<file path="src/rtl/tlul_tsen_responder_pkg.sv">
// Shared types for the temperature-sensor TL-UL responder: bus structs, register map, FSM states.
package tlul_tsen_responder_pkg;

  localparam int TL_AW          = 32;
  localparam int TL_DW          = 32;
  localparam int TL_SRCW        = 8;
  localparam int BLOCK_AW       = 12;
  localparam int DATA_W_DEFAULT = 16;

  typedef struct packed {
    logic               a_valid;
    logic [2:0]         a_opcode;
    logic [2:0]         a_param;
    logic [1:0]         a_size;
    logic [TL_SRCW-1:0] a_source;
    logic [TL_AW-1:0]   a_address;
    logic [3:0]         a_mask;
    logic [TL_DW-1:0]   a_data;
    logic               d_ready;
  } tl_h2d_t;

  typedef struct packed {
    logic               d_valid;
    logic [2:0]         d_opcode;
    logic [2:0]         d_param;
    logic [1:0]         d_size;
    logic [TL_SRCW-1:0] d_source;
    logic               d_sink;
    logic [TL_DW-1:0]   d_data;
    logic               d_error;
    logic               a_ready;
  } tl_d2h_t;

  localparam logic [2:0] OP_PUT_FULL    = 3'h0;
  localparam logic [2:0] OP_PUT_PARTIAL = 3'h1;
  localparam logic [2:0] OP_GET         = 3'h4;
  localparam logic [2:0] OP_ACK         = 3'h0;
  localparam logic [2:0] OP_ACK_DATA    = 3'h1;

  localparam logic [1:0] REG_CTRL    = 2'd0;
  localparam logic [1:0] REG_STATUS  = 2'd1;
  localparam logic [1:0] REG_DATA    = 2'd2;
  localparam logic [1:0] REG_TIMEOUT = 2'd3;

  localparam int CTRL_START     = 0;
  localparam int CTRL_IRQ_EN    = 1;
  localparam int STATUS_BUSY    = 0;
  localparam int STATUS_DONE    = 1;
  localparam int STATUS_TIMEOUT = 2;

  typedef enum logic [1:0] {
    ST_IDLE    = 2'd0,
    ST_ENABLE  = 2'd1,
    ST_CONVERT = 2'd2
  } conv_state_e;

endpackage

</file>
<file path="src/rtl/tlul_tsen_responder_if.sv">
// TL-UL request/response pair between the peripheral crossbar and the sensor responder.
interface tlul_tsen_responder_if;
  import tlul_tsen_responder_pkg::*;

  tl_h2d_t tl_i;
  tl_d2h_t tl_o;

  modport master (output tl_i, input tl_o);
  modport slave  (input tl_i, output tl_o);
endinterface

</file>
<file path="src/rtl/tlul_tsen_responder_conv_fsm.sv">
// Sensor sequencer: enable, settle, pulse start, then wait for done or timeout.
//   state      | meaning
//   ST_IDLE    | sensor off, waiting for a START request
//   ST_ENABLE  | sensor powered, counting settle cycles
//   ST_CONVERT | start pulsed, waiting for done strobe or timeout
module tlul_tsen_responder_conv_fsm
  import tlul_tsen_responder_pkg::*;
#(
  parameter int SETTLE_CYCLES = 16,
  parameter int CNT_W         = 16
) (
  input  logic             clk_i,
  input  logic             rst_i,
  input  logic             start_i,
  input  logic [CNT_W-1:0] timeout_i,
  input  logic             tsen_done_i,
  output logic             busy_o,
  output logic             tsen_en_o,
  output logic             tsen_start_o,
  output logic             done_evt_o,
  output logic             timeout_evt_o
);

  localparam logic [CNT_W-1:0] SETTLE_LAST = CNT_W'(SETTLE_CYCLES - 1);

  conv_state_e      state_q;
  logic [CNT_W-1:0] cnt_q;
  logic [CNT_W-1:0] tmo_limit;
  logic             tsen_en_q;
  logic             tsen_start_q;

  // A programmed timeout of 0 behaves like 1; >= keeps a lowered live value from being overrun.
  always_comb begin
    tmo_limit = (timeout_i == '0) ? '0 : timeout_i - CNT_W'(1);
  end

  assign done_evt_o    = (state_q == ST_CONVERT) && tsen_done_i;
  assign timeout_evt_o = (state_q == ST_CONVERT) && !tsen_done_i && (cnt_q >= tmo_limit);

  always_ff @(posedge clk_i) begin
    if (rst_i) begin
      state_q      <= ST_IDLE;
      cnt_q        <= '0;
      tsen_en_q    <= 1'b0;
      tsen_start_q <= 1'b0;
    end else begin
      tsen_start_q <= 1'b0;
      case (state_q)
        ST_IDLE: begin
          if (start_i) begin
            state_q   <= ST_ENABLE;
            cnt_q     <= '0;
            tsen_en_q <= 1'b1;
          end
        end
        ST_ENABLE: begin
          if (cnt_q == SETTLE_LAST) begin
            state_q      <= ST_CONVERT;
            tsen_start_q <= 1'b1;
            cnt_q        <= '0;
          end else begin
            cnt_q <= cnt_q + CNT_W'(1);
          end
        end
        ST_CONVERT: begin
          if (done_evt_o || timeout_evt_o) begin
            state_q   <= ST_IDLE;
            tsen_en_q <= 1'b0;
            cnt_q     <= '0;
          end else begin
            cnt_q <= cnt_q + CNT_W'(1);
          end
        end
        default: begin
          state_q   <= ST_IDLE;
          tsen_en_q <= 1'b0;
          cnt_q     <= '0;
        end
      endcase
    end
  end

  assign busy_o       = tsen_en_q;
  assign tsen_en_o    = tsen_en_q;
  assign tsen_start_o = tsen_start_q;

endmodule

</file>
<file path="src/rtl/tlul_tsen_responder.sv">
// TL-UL device endpoint for the temperature sensor: register decode, single-entry response buffer,
// and the conversion sequencer.
module tlul_tsen_responder
  import tlul_tsen_responder_pkg::*;
#(
  parameter int SETTLE_CYCLES = 16,
  parameter int TIMEOUT_RST   = 1024,
  parameter int DATA_W        = DATA_W_DEFAULT,
  parameter int CNT_W         = 16
) (
  input  logic                  clk_i,
  input  logic                  rst_i,
  tlul_tsen_responder_if.slave  tl,
  output logic                  tsen_en_o,
  output logic                  tsen_start_o,
  input  logic                  tsen_done_i,
  input  logic [DATA_W-1:0]     tsen_data_i,
  output logic                  irq_o
);

  tl_h2d_t h2d;
  tl_d2h_t d2h;

  logic               rsp_valid_q, rsp_valid_d;
  logic [2:0]         rsp_op_q, rsp_op_d;
  logic [1:0]         rsp_size_q, rsp_size_d;
  logic [TL_SRCW-1:0] rsp_source_q, rsp_source_d;
  logic [TL_DW-1:0]   rsp_data_q, rsp_data_d;
  logic               rsp_err_q, rsp_err_d;

  logic               irq_en_q, irq_en_d;
  logic               done_q, done_d;
  logic               tmo_flag_q, tmo_flag_d;
  logic [CNT_W-1:0]   tmo_cfg_q, tmo_cfg_d;
  logic [DATA_W-1:0]  data_q, data_d;

  logic               a_ready, accept, is_get, is_put, req_err, wr_ok, start_req;
  logic [1:0]         reg_sel;
  logic [TL_DW-1:0]   rdata;
  logic               busy, done_evt, timeout_evt;

  assign h2d    = tl.tl_i;
  assign tl.tl_o = d2h;

  always_comb begin
    a_ready   = !rsp_valid_q || h2d.d_ready;
    accept    = h2d.a_valid && a_ready;
    reg_sel   = h2d.a_address[3:2];
    is_get    = (h2d.a_opcode == OP_GET);
    is_put    = (h2d.a_opcode == OP_PUT_FULL) || (h2d.a_opcode == OP_PUT_PARTIAL);
    req_err   = (|h2d.a_address[BLOCK_AW-1:4]) || !(is_get || is_put) ||
                (is_put && ((h2d.a_mask != 4'hF) || (reg_sel == REG_DATA) ||
                            ((reg_sel == REG_STATUS) && h2d.a_data[STATUS_BUSY])));
    wr_ok     = accept && is_put && !req_err;
    start_req = wr_ok && (reg_sel == REG_CTRL) && h2d.a_data[CTRL_START];
    rdata     = '0;
    if (is_get && !req_err) begin
      case (reg_sel)
        REG_CTRL:   rdata[CTRL_IRQ_EN] = irq_en_q;
        REG_STATUS: begin
          rdata[STATUS_BUSY]    = busy;
          rdata[STATUS_DONE]    = done_q;
          rdata[STATUS_TIMEOUT] = tmo_flag_q;
        end
        REG_DATA:   rdata[DATA_W-1:0] = data_q;
        default:    rdata[CNT_W-1:0]  = tmo_cfg_q;
      endcase
    end
  end

  // Hardware set of the sticky flags beats a simultaneous write-1-to-clear.
  always_comb begin
    irq_en_d   = irq_en_q;
    tmo_cfg_d  = tmo_cfg_q;
    done_d     = done_q;
    tmo_flag_d = tmo_flag_q;
    data_d     = data_q;
    if (wr_ok && (reg_sel == REG_CTRL))    irq_en_d  = h2d.a_data[CTRL_IRQ_EN];
    if (wr_ok && (reg_sel == REG_TIMEOUT)) tmo_cfg_d = h2d.a_data[CNT_W-1:0];
    if (wr_ok && (reg_sel == REG_STATUS)) begin
      if (h2d.a_data[STATUS_DONE])    done_d     = 1'b0;
      if (h2d.a_data[STATUS_TIMEOUT]) tmo_flag_d = 1'b0;
    end
    if (done_evt) begin
      done_d = 1'b1;
      data_d = tsen_data_i;
    end
    if (timeout_evt) tmo_flag_d = 1'b1;
  end

  always_comb begin
    rsp_valid_d  = rsp_valid_q;
    rsp_op_d     = rsp_op_q;
    rsp_size_d   = rsp_size_q;
    rsp_source_d = rsp_source_q;
    rsp_data_d   = rsp_data_q;
    rsp_err_d    = rsp_err_q;
    if (accept) begin
      rsp_valid_d  = 1'b1;
      rsp_op_d     = is_get ? OP_ACK_DATA : OP_ACK;
      rsp_size_d   = h2d.a_size;
      rsp_source_d = h2d.a_source;
      rsp_data_d   = rdata;
      rsp_err_d    = req_err;
    end else if (h2d.d_ready) begin
      rsp_valid_d = 1'b0;
    end
  end

  always_ff @(posedge clk_i) begin
    if (rst_i) begin
      rsp_valid_q  <= 1'b0;
      rsp_op_q     <= OP_ACK;
      rsp_size_q   <= '0;
      rsp_source_q <= '0;
      rsp_data_q   <= '0;
      rsp_err_q    <= 1'b0;
      irq_en_q     <= 1'b0;
      done_q       <= 1'b0;
      tmo_flag_q   <= 1'b0;
      tmo_cfg_q    <= CNT_W'(TIMEOUT_RST);
      data_q       <= '0;
    end else begin
      rsp_valid_q  <= rsp_valid_d;
      rsp_op_q     <= rsp_op_d;
      rsp_size_q   <= rsp_size_d;
      rsp_source_q <= rsp_source_d;
      rsp_data_q   <= rsp_data_d;
      rsp_err_q    <= rsp_err_d;
      irq_en_q     <= irq_en_d;
      done_q       <= done_d;
      tmo_flag_q   <= tmo_flag_d;
      tmo_cfg_q    <= tmo_cfg_d;
      data_q       <= data_d;
    end
  end

  tlul_tsen_responder_conv_fsm #(
    .SETTLE_CYCLES (SETTLE_CYCLES),
    .CNT_W         (CNT_W)
  ) u_conv_fsm (
    .clk_i         (clk_i),
    .rst_i         (rst_i),
    .start_i       (start_req),
    .timeout_i     (tmo_cfg_q),
    .tsen_done_i   (tsen_done_i),
    .busy_o        (busy),
    .tsen_en_o     (tsen_en_o),
    .tsen_start_o  (tsen_start_o),
    .done_evt_o    (done_evt),
    .timeout_evt_o (timeout_evt)
  );

  always_comb begin
    d2h          = '0;
    d2h.d_valid  = rsp_valid_q;
    d2h.d_opcode = rsp_op_q;
    d2h.d_size   = rsp_size_q;
    d2h.d_source = rsp_source_q;
    d2h.d_data   = rsp_data_q;
    d2h.d_error  = rsp_err_q;
    d2h.a_ready  = a_ready;
  end

  assign irq_o = done_q & irq_en_q;

  logic unused_h2d;
  assign unused_h2d = ^{h2d.a_param, h2d.a_address[TL_AW-1:BLOCK_AW], h2d.a_address[1:0], h2d.a_data};

endmodule
</file>
<file path="src/flat_wrapper.sv">
// flat-port wrapper written by rule: the top's interface ports become plain ports
module tlul_tsen_responder_flat import tlul_tsen_responder_pkg::*;
#(
  parameter int SETTLE_CYCLES = 16,
  parameter int TIMEOUT_RST   = 1024,
  parameter int DATA_W        = DATA_W_DEFAULT,
  parameter int CNT_W         = 16
)
  (clk_i, rst_i, tsen_en_o, tsen_start_o, tsen_done_i, tsen_data_i, irq_o, tl_tl_i, tl_tl_o);
  tlul_tsen_responder_if tl_i ();
  input  logic clk_i;
  input  logic rst_i;
  output logic tsen_en_o;
  output logic tsen_start_o;
  input  logic tsen_done_i;
  input  logic [DATA_W-1:0] tsen_data_i;
  output logic irq_o;
  input wire logic [$bits(tl_i.tl_i)-1:0] tl_tl_i;
  output wire logic [$bits(tl_i.tl_o)-1:0] tl_tl_o;
  assign tl_i.tl_i = tl_tl_i;
  assign tl_tl_o = tl_i.tl_o;
  tlul_tsen_responder #(.SETTLE_CYCLES(SETTLE_CYCLES), .TIMEOUT_RST(TIMEOUT_RST), .DATA_W(DATA_W), .CNT_W(CNT_W)) u_core (.clk_i(clk_i), .rst_i(rst_i), .tl(tl_i), .tsen_en_o(tsen_en_o), .tsen_start_o(tsen_start_o), .tsen_done_i(tsen_done_i), .tsen_data_i(tsen_data_i), .irq_o(irq_o));
endmodule
</file>
<file path="config.mk">
export PLATFORM = sky130hd
export DESIGN_NAME = tlul_tsen_responder_flat
export DESIGN_NICKNAME = d
export VERILOG_FILES = /design/src/rtl/tlul_tsen_responder_pkg.sv /design/src/rtl/tlul_tsen_responder_if.sv /design/src/rtl/tlul_tsen_responder_conv_fsm.sv /design/src/rtl/tlul_tsen_responder.sv /design/src/flat_wrapper.sv
export SDC_FILE = /design/constraint.sdc
export NUM_CORES = 1
export LEC_CHECK = 0
export ABC_AREA = 1
export BUFFER_PORTS_ARGS = -buffer_cell sky130_fd_sc_hd__buf_2
export CELL_PAD_IN_SITES_DETAIL_PLACEMENT = 0
export CELL_PAD_IN_SITES_GLOBAL_PLACEMENT = 2
export CORE_UTILIZATION = 29
export DETAILED_ROUTE_END_ITERATION = 10
export PLACE_DENSITY = 0.94
export REMOVE_ABC_BUFFERS = 1
export SLEW_MARGIN = 30
export SYNTH_ARGS = -nofsm -noshare
export SYNTH_HDL_FRONTEND = slang
export SYNTH_SLANG_ARGS = --single-unit
</file>
<file path="constraint.sdc">
create_clock -name clk_i -period 5.85 [get_ports clk_i]
set_input_delay 0.585 -clock clk_i [delete_from_list [all_inputs] [get_ports clk_i]]
set_output_delay 0.585 -clock clk_i [all_outputs]
set_load 0.05 [all_outputs]
</file>
# After elaboration in Yosys (flattened, before gate mapping)
# Index checks and enable logic that the tools add are counted.
[totals] regBits=86 latch_bits=0 mem_bits_rw=0 romBits=0 wordCells=100 mem_count=0
[classes] add_sub_neg=2 n_mul=0 div_mod_pow=0 n_lt_le_gt_ge=1 n_eq_ne=12 n_shift=0 mux=27 bitwise_logic=2 reduce_logical=41
[ops] op="$mux 16" count=5
[ops] op="$pmux 16 s3" count=1
[ops] op="$pmux 13 s2" count=1
[ops] op="$add 16x1->16 const B" count=1
[ops] op="$eq 16x4->1 const B" count=1
[ops] op="$ge 16x16->1" count=1
[ops] op="$logic_not 16->1" count=1
[ops] op="$sub 16x1->16 const B" count=1
[ops] op="$logic_and 1x1->1" count=13
[ops] op="$mux 1" count=12
[ops] op="$pmux 1 s3" count=4
[ops] op="$reduce_bool 2->1" count=5
[ops] op="$logic_or 1x1->1" count=8
[ops] op="$reduce_or 8->1" count=1
[ops] op="$eq 2x2->1 const B" count=3
[ops] op="$mux 2" count=3
[ops] op="$pmux 2 s3" count=1
[ops] op="$reduce_and 3->1" count=2
[ops] op="$eq 2x1->1 const B" count=2
[ops] op="$logic_not 1->1" count=4
[ops] op="$logic_not 2->1" count=2
[ops] op="$ne 2x1->1 const B" count=2
[ops] op="$ne 4x4->1 const B" count=1
[ops] op="$reduce_and 2->1" count=2
[ops] op="other kinds (7)" count=8

# Logic depth before layout (Yosys ltp)
# Gate-level depths: netlist (run 1).
[logic_depth] ltp_word=12 ltp_mapped=22 depth_no_buf=21

# Cells and area by module
# Synthesis (run 1) repeated with hierarchy kept, for this count alone.
[hier_totals] cells_unflattened=713 area_unflattened_um2=4877.2
[modules_own_cells] module="tlul_tsen_responder" instances=1 cells_each=394 area_per_inst_um2=2860.2 seq_area_each_um2=1281.2
[modules_own_cells] module="tlul_tsen_responder_conv_fsm" instances=1 cells_each=319 area_per_inst_um2=2016.9 seq_area_each_um2=400.4

# Worst setup path before layout (run 1)
# OpenSTA, ideal clock, no wires.
[synth_timing] path_kind="reg2reg" from="reg u_core.tmo_cfg_q[0]" to="reg u_core.u_conv_fsm.cnt_q[15]" arrival_ns=2.661 path_slack_ns=3.119 stages_incl_launch_ff=19 cell_sequence="dfxtp_1 -> inv_1 -> ha_1 -> nand2_1 -> nor3_1 -> nand3_1 -> xor2_1 -> nand2_1 -> ha_1 -> nand2_1 -> o21ai_0 -> a21oi_1 -> nand3_2 -> nand2_1 -> nand2_1 -> nand2_1 -> nand2_2 -> buf_6 -> a21oi_1"
[synth_via] elab_chain_len=7
[synth_lines] item="from (decl)" line="tlul_tsen_responder.sv:34" rtl="logic [CNT_W-1:0] tmo_cfg_q, tmo_cfg_d;"
[synth_lines] item="from (signal assigned)" line="tlul_tsen_responder.sv:121" rtl="tmo_cfg_q <= CNT_W'(TIMEOUT_RST);"
[synth_lines] item="from (signal assigned)" line="tlul_tsen_responder.sv:133" rtl="tmo_cfg_q <= tmo_cfg_d;"
[synth_lines] item="$sub 16x1->16 or $logic_not 16->1 (tied branches)" line="tlul_tsen_responder_conv_fsm.sv:34" rtl="tmo_limit = (timeout_i == '0) ? '0 : timeout_i - CNT_W'(1);"
[synth_lines] item="$mux 16 *" line="tlul_tsen_responder_conv_fsm.sv:34"
[synth_lines] item="$ge 16x16->1 *" line="tlul_tsen_responder_conv_fsm.sv:38" rtl="assign timeout_evt_o = (state_q == ST_CONVERT) && !tsen_done_i && (cnt_q >= tmo_limit);"
[synth_lines] item="$logic_and 1x1->1 *" line="tlul_tsen_responder_conv_fsm.sv:38"
[synth_lines] item="$logic_or 1x1->1 *" line="tlul_tsen_responder_conv_fsm.sv:66" rtl="if (done_evt_o || timeout_evt_o) begin"
[synth_lines] item="$mux 16 *" line="tlul_tsen_responder_conv_fsm.sv:66"
[synth_lines] item="$pmux 16 s3 *" line="tlul_tsen_responder_conv_fsm.sv:48" rtl="case (state_q)"
[synth_lines] item="to (signal assigned)" line="tlul_tsen_responder_conv_fsm.sv:62" rtl="cnt_q <= cnt_q + CNT_W'(1);"
[synth_lines] item="to (signal assigned)" line="tlul_tsen_responder_conv_fsm.sv:71" rtl="cnt_q <= cnt_q + CNT_W'(1);"
[synth_lines] item="to (decl)" line="tlul_tsen_responder_conv_fsm.sv:27" rtl="logic [CNT_W-1:0] cnt_q;"
# Mark *: on every way between the ends. The rest lies on a longest branch, timed or not.
# A chain may end at the register's enable or synchronous reset.

# Final worst setup path (run 1)
[layout_timing] from="reg u_core.tmo_cfg_q[6]" to="reg u_core.u_conv_fsm.cnt_q[15]"
# Same word-level chain as after synthesis.

==> results of run 1 <==
==> critical path, cell delays in order, from the launching register on <==
cell and delay [ns]:
dfxtp_1 0.35, nor2_1 0.24, nand3_1 0.17, nor4_1 0.58, inv_1 0.39, o21ai_0 0.21
ha_1 0.29, a21oi_1 0.13, o21ai_0 0.09, a21oi_1 0.27, nand3_2 0.19, nand2_1 0.21
nand2_1 0.07, nand2_1 0.09, nand2_2 0.19, a21oi_1 0.18
==> cell type report <==
type	instances	area, um^2	area share (%)
Tap cell	211	264.0	4.813
Sequential cell	84	1682	30.66
Clock buffer	10	229.0	4.174
Inverter	65	244.0	4.448
Clock inverter	6	71.32	1.300
Multi-Input combinational cell	486	2492	45.44
Timing Repair Buffer	99	503.0	9.170
==> cell usage in the layout, fill, tap and decap left out, types with 2 or more instances in the layout <==
| cell type | netlist | layout |
|---|---|---|
| inv_1 | 62 | 62 |
| nand2_1 | 125 | 125 |
| conb_1 | 1 | 22 |
| nor2_1 | 98 | 98 |
| buf_4 | 26 | 3 |
| clkbuf_16 | 0 | 9 |
| nand4_1 | 9 | 9 |
| nor2_4 | 3 | 3 |
| a21oi_1 | 54 | 54 |
| inv_2 | 3 | 3 |
| nand3_2 | 3 | 3 |
| nor2_2 | 2 | 2 |
| nor4_1 | 4 | 4 |
| o2111ai_1 | 11 | 11 |
| nand2_2 | 4 | 4 |
| nand3_1 | 36 | 36 |
| o21ai_0 | 64 | 64 |
| xor2_1 | 8 | 8 |
| inv_6 | 0 | 2 |
| buf_2 | 5 | 96 |
| clkinvlp_4 | 0 | 2 |
| ha_1 | 22 | 22 |
| nor3_1 | 6 | 6 |
| dfxtp_1 | 84 | 84 |
| a31oi_1 | 2 | 2 |
==> how the worst max path moves through the flow <==
stage                              startpoint                           to  cells past startpoint
final                     u_core.tmo_cfg_q[6]  u_core.u_conv_fsm.cnt_q[15]                     15
after global routing      u_core.tmo_cfg_q[6]   u_core.u_conv_fsm.cnt_q[0]                     15
after CTS                 u_core.tmo_cfg_q[1]  u_core.u_conv_fsm.cnt_q[15]                     16
after detailed placement  u_core.tmo_cfg_q[6]   u_core.u_conv_fsm.cnt_q[0]                     15
after global placement    u_core.tmo_cfg_q[1]   u_core.u_conv_fsm.cnt_q[1]                     16
after floorplan           u_core.tmo_cfg_q[0]   u_core.u_conv_fsm.cnt_q[0]                     17
==> state kept, by name, summed over array words and instances (netlist names) <==
register                        count
u_core.u_conv_fsm.cnt_q            16
u_core.rsp_err_q                    1
u_core.rsp_source_q                 8
u_core.done_q                       1
u_core.u_conv_fsm.state_q           2
u_core.tmo_cfg_q                   16
u_core.u_conv_fsm.tsen_start_o      1
u_core.irq_en_q                     1
u_core.u_conv_fsm.busy_o            1
u_core.rsp_data_q                  16
u_core.rsp_op_q                     1
u_core.tmo_flag_q                   1
u_core.rsp_size_q                   2
u_core.data_q                      16
u_core.rsp_valid_q                  1
==> per-layer routing <==
layer / track usage (%) / routed length (um) / share of wire [%] / vias to the layer above
met5: 0 / 0 / 0 / -
met2: 24.01 / 5612 / 46 / 88
met4: 5.329 / 82 / 0.67 / 0
met1: 20.97 / 6036 / 49 / 1996
met3: 2.786 / 499 / 4.1 / 6
li1: - / - / - / 2306
==> logic make-up (layout without fill, tap and decap cells) <==
kind of cell	Yosys count	in the layout
and+or+nand+nor	296	296
AOI/OAI and AO/OA	138	138
buffers and inverters	114	180
DFF	84	84
adders and majority gates	22	22
xor gates and xnor gates	8	8
other	1	22
==> per-stage QoR <==
stage,area (um^2),cells
final,5485,961
after global routing,5485,961
after CTS,5485,961
after detailed placement,5185,945
after global placement,5185,945
after floorplan,4418,635
==> power breakdown <==
part           switching, mW  internal (mW)
clock                  0.245          0.335
sequential            0.0238          0.611
combinational          0.197         0.0794
total                  0.466           1.03
==> results by group, run 1 <==
Clock tree
  • Clock tree from TritonCTS: built
  • Clk Latency, worst-skew pair: 0.35 ns
  • Post CTS Setup Buffer Count: 0
  • CTS resizes: 0
  • Clock transition time at the flip-flop clock pins of the worst setup and hold paths: 0.07 ns
  • Clock Tree Buf Depth: 2
  • Sinks on Clock Net: 84
  • Total clock buffers created by CTS: 9
  • H-tree depth: 3
  • Number of buffers inserted by hold repair at cts: 0
  • CTS Root Buffer Type: clkbuf_16

Global route
  • Pin count of the biggest net entering global routing: 53
  • Total congestion overflow after global routing: 0
  • Number of global-route vias before repair: 3965
  • Initial antenna violation count: 0
  • Wire length of the first global-routing pass: 19.80 mm
  • Aggregate global-route resource usage: 15.30%

Finish
  • Area Growth Syn to Fin: 17.98%
  • Filler cells: 1735
  • Number of nets in the finished design: 872
  • Utilization of the core after routing: 35.56%
  • Diodes inserted: 0
  • Share of layout cells above drive strength 1: 18.00%

Setup path
  • Reg-to-reg critical path startpoint: u_core.tmo_cfg_q[6]
  • Endpoint of the most critical register-to-register path: u_core.u_conv_fsm.cnt_q[15]
  • Arrival time at the worst endpoint: 4.00 ns
  • Worst setup path category: reg -> reg
  • Crit end category: register
  • Largest fanout on the critical path: 14
  • Required time of the critical path: 6.11 ns
  • Worst Reg-to-Reg Cells: 15
  • Slack of the worst reg-to-reg path: 2.12 ns
  • Critical path startpoint category: register

Hold path
  • Hold path startpoint: u_core.rsp_data_q[11]
  • Number of instances on the worst hold path: 2
  • Endpoint of the worst hold path: u_core.rsp_data_q[11]
  • Class of the tightest hold or removal check: reg -> reg

Logic synthesis
  • Flops & latches, synth: 84
  • Proportion of synthesized flip-flops having asynchronous set or reset: 0%
  • Share of synthesized cell area in and, or, nand and nor gates: 27.83%
  • Post-Synthesis Mean Instance Area: 7.013 um^2
  • Proportion of synthesized area in mux cells: 0%
  • Most used flip-flop cell after synthesis: dfxtp_1
  • Main combinational cell family by area after synthesis: simple AND/OR/NAND/NOR gates
  • Xor and xnor fraction of the mapped netlist area: 1.507%
  • Portion of synthesized cell area occupied by the leading cell type: 36.17%
  • Synthesized-area fraction occupied by ao, oa, aoi and oai cells: 16.58%
  • Top cells by area, synth: dfxtp_1 (36%), nand2_1 (10%), nor2_1 (7.9%)
  • Number of distinct library cells after synthesis: 38
  • Sequential area share after synthesis: 36.17%
  • Most numerous cell in the Yosys netlist: nand2_1
  • Adder-Cell Fraction of Synth Area: 5.920%
  • Yosys synthesis warning count: 0
  • Synth Cell Area: 4649 um^2
  • Top cell type by total area after synthesis: dfxtp_1
  • Mapped Cells: 663
  • Number of enable-type register cells in the synthesized netlist: 0
  • Most common library cells after synthesis: nand2_1 (125), nor2_1 (98), dfxtp_1 (84)

Place
  • I/O Buffers: 96
  • RD Place Congestion: 0.7980
  • Post-placement setup slack: 2.172 ns
  • DP Wirelength: 9.052 mm

Detailed routing
  • Post-route antenna net violation count: 0
  • Drt first pass iters: 4
  • Number of design rule violations left after detail routing: 0
  • Avg WL per Cell: 12.73 um
  • Aggregate routed wire length: 12.23 mm
  • Number of DRC violations after detailed-routing iteration 0: 299
  • Vias post-DR: 4396
  • Via-per-instance ratio: 4.574

STA
  • Count of pins over their slew limit: 0
  • Highest attainable clock frequency: 267.9 MHz
  • Slack of the critical path: 2.118 ns
  • Worst-margin pin slew: 0.6434 ns
  • Portion of the clock cycle consumed by the worst path in the final layout: 63.80%
  • Worst Hold Margin: 0.4613 ns
  • Final clock skew: 0.01406 ns
  • Clock period minus worst slack: 3.732 ns
  • Total of endpoints with negative setup slack in the final report: 0
  • Setup repair after global routing missed its margin: false
  • Setup Total Neg Slack: 0 ns
  • Slew Limit Headroom: 56.71%
  • Final hold viol count: 0

Pwr
  • Leakage Power: 2.457 nW
  • Maximum VDD drop: 0.1213 mV
  • Total power draw: 1.491 mW
  • Power density relative to cell area: 271.9 nW/um^2

Floorplan
  • Total Die Area: 16540 um^2
  • Area of the placeable core: 15430 um^2
  • Starting density of the core: 30.14%
  • Die X-Extent: 128.6 um
  • Vert. Die Dim: 128.6 um
  • Placement Rows: 45
  • Count of pins on the block boundary: 160

Run
  • Max-capacitance violation count: 0

Status
  • Run status: finished, final reports clean
No activity file was read; power rests on OpenSTA's default activity.
==> inputs of run 2 (changes only) <==
--- a/config.mk
+++ b/config.mk
@@ -9,9 +9,9 @@
 export BUFFER_PORTS_ARGS = -buffer_cell sky130_fd_sc_hd__buf_2
 export CELL_PAD_IN_SITES_DETAIL_PLACEMENT = 0
 export CELL_PAD_IN_SITES_GLOBAL_PLACEMENT = 2
-export CORE_UTILIZATION = 29
+export CORE_UTILIZATION = 24
 export DETAILED_ROUTE_END_ITERATION = 10
-export PLACE_DENSITY = 0.94
+export PLACE_DENSITY = 0.84
 export REMOVE_ABC_BUFFERS = 1
 export SLEW_MARGIN = 30
 export SYNTH_ARGS = -nofsm -noshare
==> constraint.sdc (replaced) <==
create_clock -name clk_i -period 3.11 [get_ports clk_i]
set_input_delay 0.311 -clock clk_i [delete_from_list [all_inputs] [get_ports clk_i]]
set_output_delay 0.311 -clock clk_i [all_outputs]
set_load 0.05 [all_outputs]
==> run 2 against run 1 <==
Effect of this change:
- final area rose by 7.7%
- utilization fell by 4.2 points
- critical endpoint is now u_core.u_conv_fsm.cnt_q[11]
- combinational power rose by 110%
- maximum frequency rose by 32%
==> results by group, run 2 (same netlist as run 1, synthesis figures left out) <==
Detailed routing
  • Vias post-DR: 4501
  • Drt first pass iters: 4
  • Number of design rule violations left after detail routing: 0
  • Avg WL per Cell: 12.68 um
  • Post-route antenna net violation count: 0
  • Aggregate routed wire length: 13.31 mm
  • Number of DRC violations after detailed-routing iteration 0: 234
  • Via-per-instance ratio: 4.287

Place
  • RD Place Congestion: 0.7976
  • DP Wirelength: 10.14 mm
  • Post-placement setup slack: -0.04753 ns
  • Number of instances in the placed design: 1031
  • I/O Buffers: 96

Setup path
  • Slowest cell on the critical path: dfxtp_1
  • Reg-to-reg critical path startpoint: u_core.tmo_cfg_q[1]
  • Arrival time at the worst endpoint: 3.06 ns
  • Critical path's largest stage delay: 0.32 ns
  • Crit end category: register
  • Largest fanout on the critical path: 5
  • Worst-path cell chain: inv_2 -> nand3_2 -> nor3_4 -> nand2_2 -> buf_4 -> nor2_2 -> xor2_1 -> nand2_1 -> ha_1 -> nand2_1 -> nor2_2 -> and2_1 -> nor2_1 -> nand2_1 -> nand2_1 -> nand3_2 -> nand2_2 -> nand2_2 -> nand2_4 -> buf_4 -> nand2_1 -> nor2_1
  • Worst setup path category: reg -> reg
  • Category of cells accounting for the largest share of critical-path delay: simple AND/OR/NAND/NOR gates
  • Most used cell along the critical path: nand2_1
  • Slack of the worst reg-to-reg path: 0.28 ns
  • Number of buffer and inverter stages on the critical path: 3
  • Required time of the critical path: 3.34 ns
  • Critical path startpoint category: register
  • Start point of the critical path: u_core.tmo_cfg_q[1]

Floorplan
  • Starting density of the core: 24.69%
  • Vert. Die Dim: 141.2 um
  • Total Die Area: 19930 um^2
  • Die X-Extent: 141.2 um
  • Placement Rows: 50
  • Count of pins on the block boundary: 160
  • Area of the placeable core: 18830 um^2

Pwr
  • Maximum VDD drop: 0.2228 mV
  • Leakage Power: 2.669 nW
  • Part of the total power dissipated in the clock network: 38.6%
  • Cell Int Power: 1.957 mW
  • Switching Fraction: 31.95%
  • Fraction of power consumed by sequential logic: 41.4%
  • Logic pwr share: 20.0%
  • Power density relative to cell area: 486.7 nW/um^2
  • Power dissipated by switching net loads: 0.9190 mW

Clock tree
  • H-tree depth: 3
  • Clock Tree Buf Depth: 2
  • Clock tree from TritonCTS: built
  • CTS Root Buffer Type: clkbuf_16
  • Total clock buffers created by CTS: 9
  • Number of buffers inserted by hold repair at cts: 0
  • Clock transition time at the flip-flop clock pins of the worst setup and hold paths: 0.06 ns
  • Clk Latency, worst-skew pair: 0.35 ns
  • Sinks on Clock Net: 84

Finish
  • Multi-input logic area: 2561 um^2
  • Number of non-filler instances in the completed layout: 1050
  • Area Growth Syn to Fin: 27.10%
  • Filler cells: 2110
  • Diodes inserted: 0
  • Utilization of the core after routing: 31.38%
  • Sequential cell area: 1683 um^2
  • Most common cell after layout, fill and taps aside: nand2_1
  • Commonest cells after routing, fill and taps aside: nand2_1 (121), buf_2 (96), nor2_1 (94), dfxtp_1 (83), o21ai_0 (63)
  • Share of layout cells above drive strength 1: 24.05%
  • Number of nets in the finished design: 912

Hold path
  • Hold path startpoint: tl_tl_i[11]
  • Class of the tightest hold or removal check: in -> reg

STA
  • Slack of the critical path: 0.2800 ns
  • Portion of the clock cycle consumed by the worst path in the final layout: 91.00%
  • Final hold viol count: 0
  • Final clock skew: 0.01102 ns
  • Count of pins over their slew limit: 0
  • Worst-margin pin slew: 0.6267 ns
  • Total of endpoints with negative setup slack in the final report: 0
  • Setup Total Neg Slack: 0 ns
  • Clock period minus worst slack: 2.830 ns
  • Slew Limit Headroom: 58.18%
  • Highest attainable clock frequency: 353.4 MHz

Global route
  • Met1 GRT Util: 18.65%
  • GR Util met2: 21.99%
  • Pin count of the biggest net entering global routing: 41
  • Number of global-route vias before repair: 4224
  • Met3 capacity usage during global routing: 2.004%
  • Initial antenna violation count: 0
  • Aggregate global-route resource usage: 13.80%
  • Wire length of the first global-routing pass: 21.62 mm
  • Total congestion overflow after global routing: 0
  • Busiest layer in global routing: met2

Run
  • Max-capacitance violation count: 0

Status
  • Run status: finished, final reports clean
-- run 2: cell type report --
type,instances,area share [%]
multi-input cells,487,43.34
flip-flops and latches,84,28.48
repair buffers,138,13.47
well taps,260,5.505
inverters,65,4.129
clock buffers,10,3.875
clock inverters,6,1.207
-- run 2: through the flow --
stage	hold WS (ns)	cell area, um^2	power (mW)
after CTS	0.1781	5829	2.891
after floorplan	0.3801	4418	1.578
final	0.1854	5909	2.876
after global routing	0.2142	5909	3.029
after global placement	0.4529	5524	1.772
after detailed placement	0.4532	5524	1.774
-- run 2: path summary, 6_finish.rpt --
check                                              endpoint  cells past startpoint
worst max-delay path            u_core.u_conv_fsm.cnt_q[11]                     22
worst min-delay path                   u_core.tmo_cfg_q[10]                      3
worst max register to register  u_core.u_conv_fsm.cnt_q[11]                     22
worst min register to register         u_core.rsp_data_q[6]                      2
-- run 2: what timing repair did --
item | CTS | global route
endpoints found under the setup margin | 12 | 19
cloned | 0 | 1
pin swaps | 0 | 4
setup buffers | 0 | 2
gates resized for setup | 1 | 19
-- run 2: power by group through the flow --
| stage | registers (mW) | clock network (mW) | logic, mW |
|---|---|---|---|
| 3_5_place_dp | 1.22 | 0 | 0.558 |
| 6_report | 1.19 | 1.11 | 0.575 |
| 5_1_grt | 1.20 | 1.18 | 0.649 |
| 4_1_cts | 1.19 | 1.14 | 0.560 |
| 3_3_place_gp | 1.21 | 0 | 0.557 |
| 2_1_floorplan | 1.26 | 0 | 0.323 |
-- run 2: per-layer routing --
| layer | up-vias | routed length, um |
|---|---|---|
| met1 | 2017 | 6556 |
| met3 | 10 | 429 |
| met2 | 80 | 6162 |
| li1 | 2394 | - |
| met5 | - | 0 |
| met4 | 0 | 161 |
-- run 2: tightest hold or removal path: cells and delay by family --
kind            cells  cell delay (ns)
buf+inv             1             0.07
compound gates      2             0.11
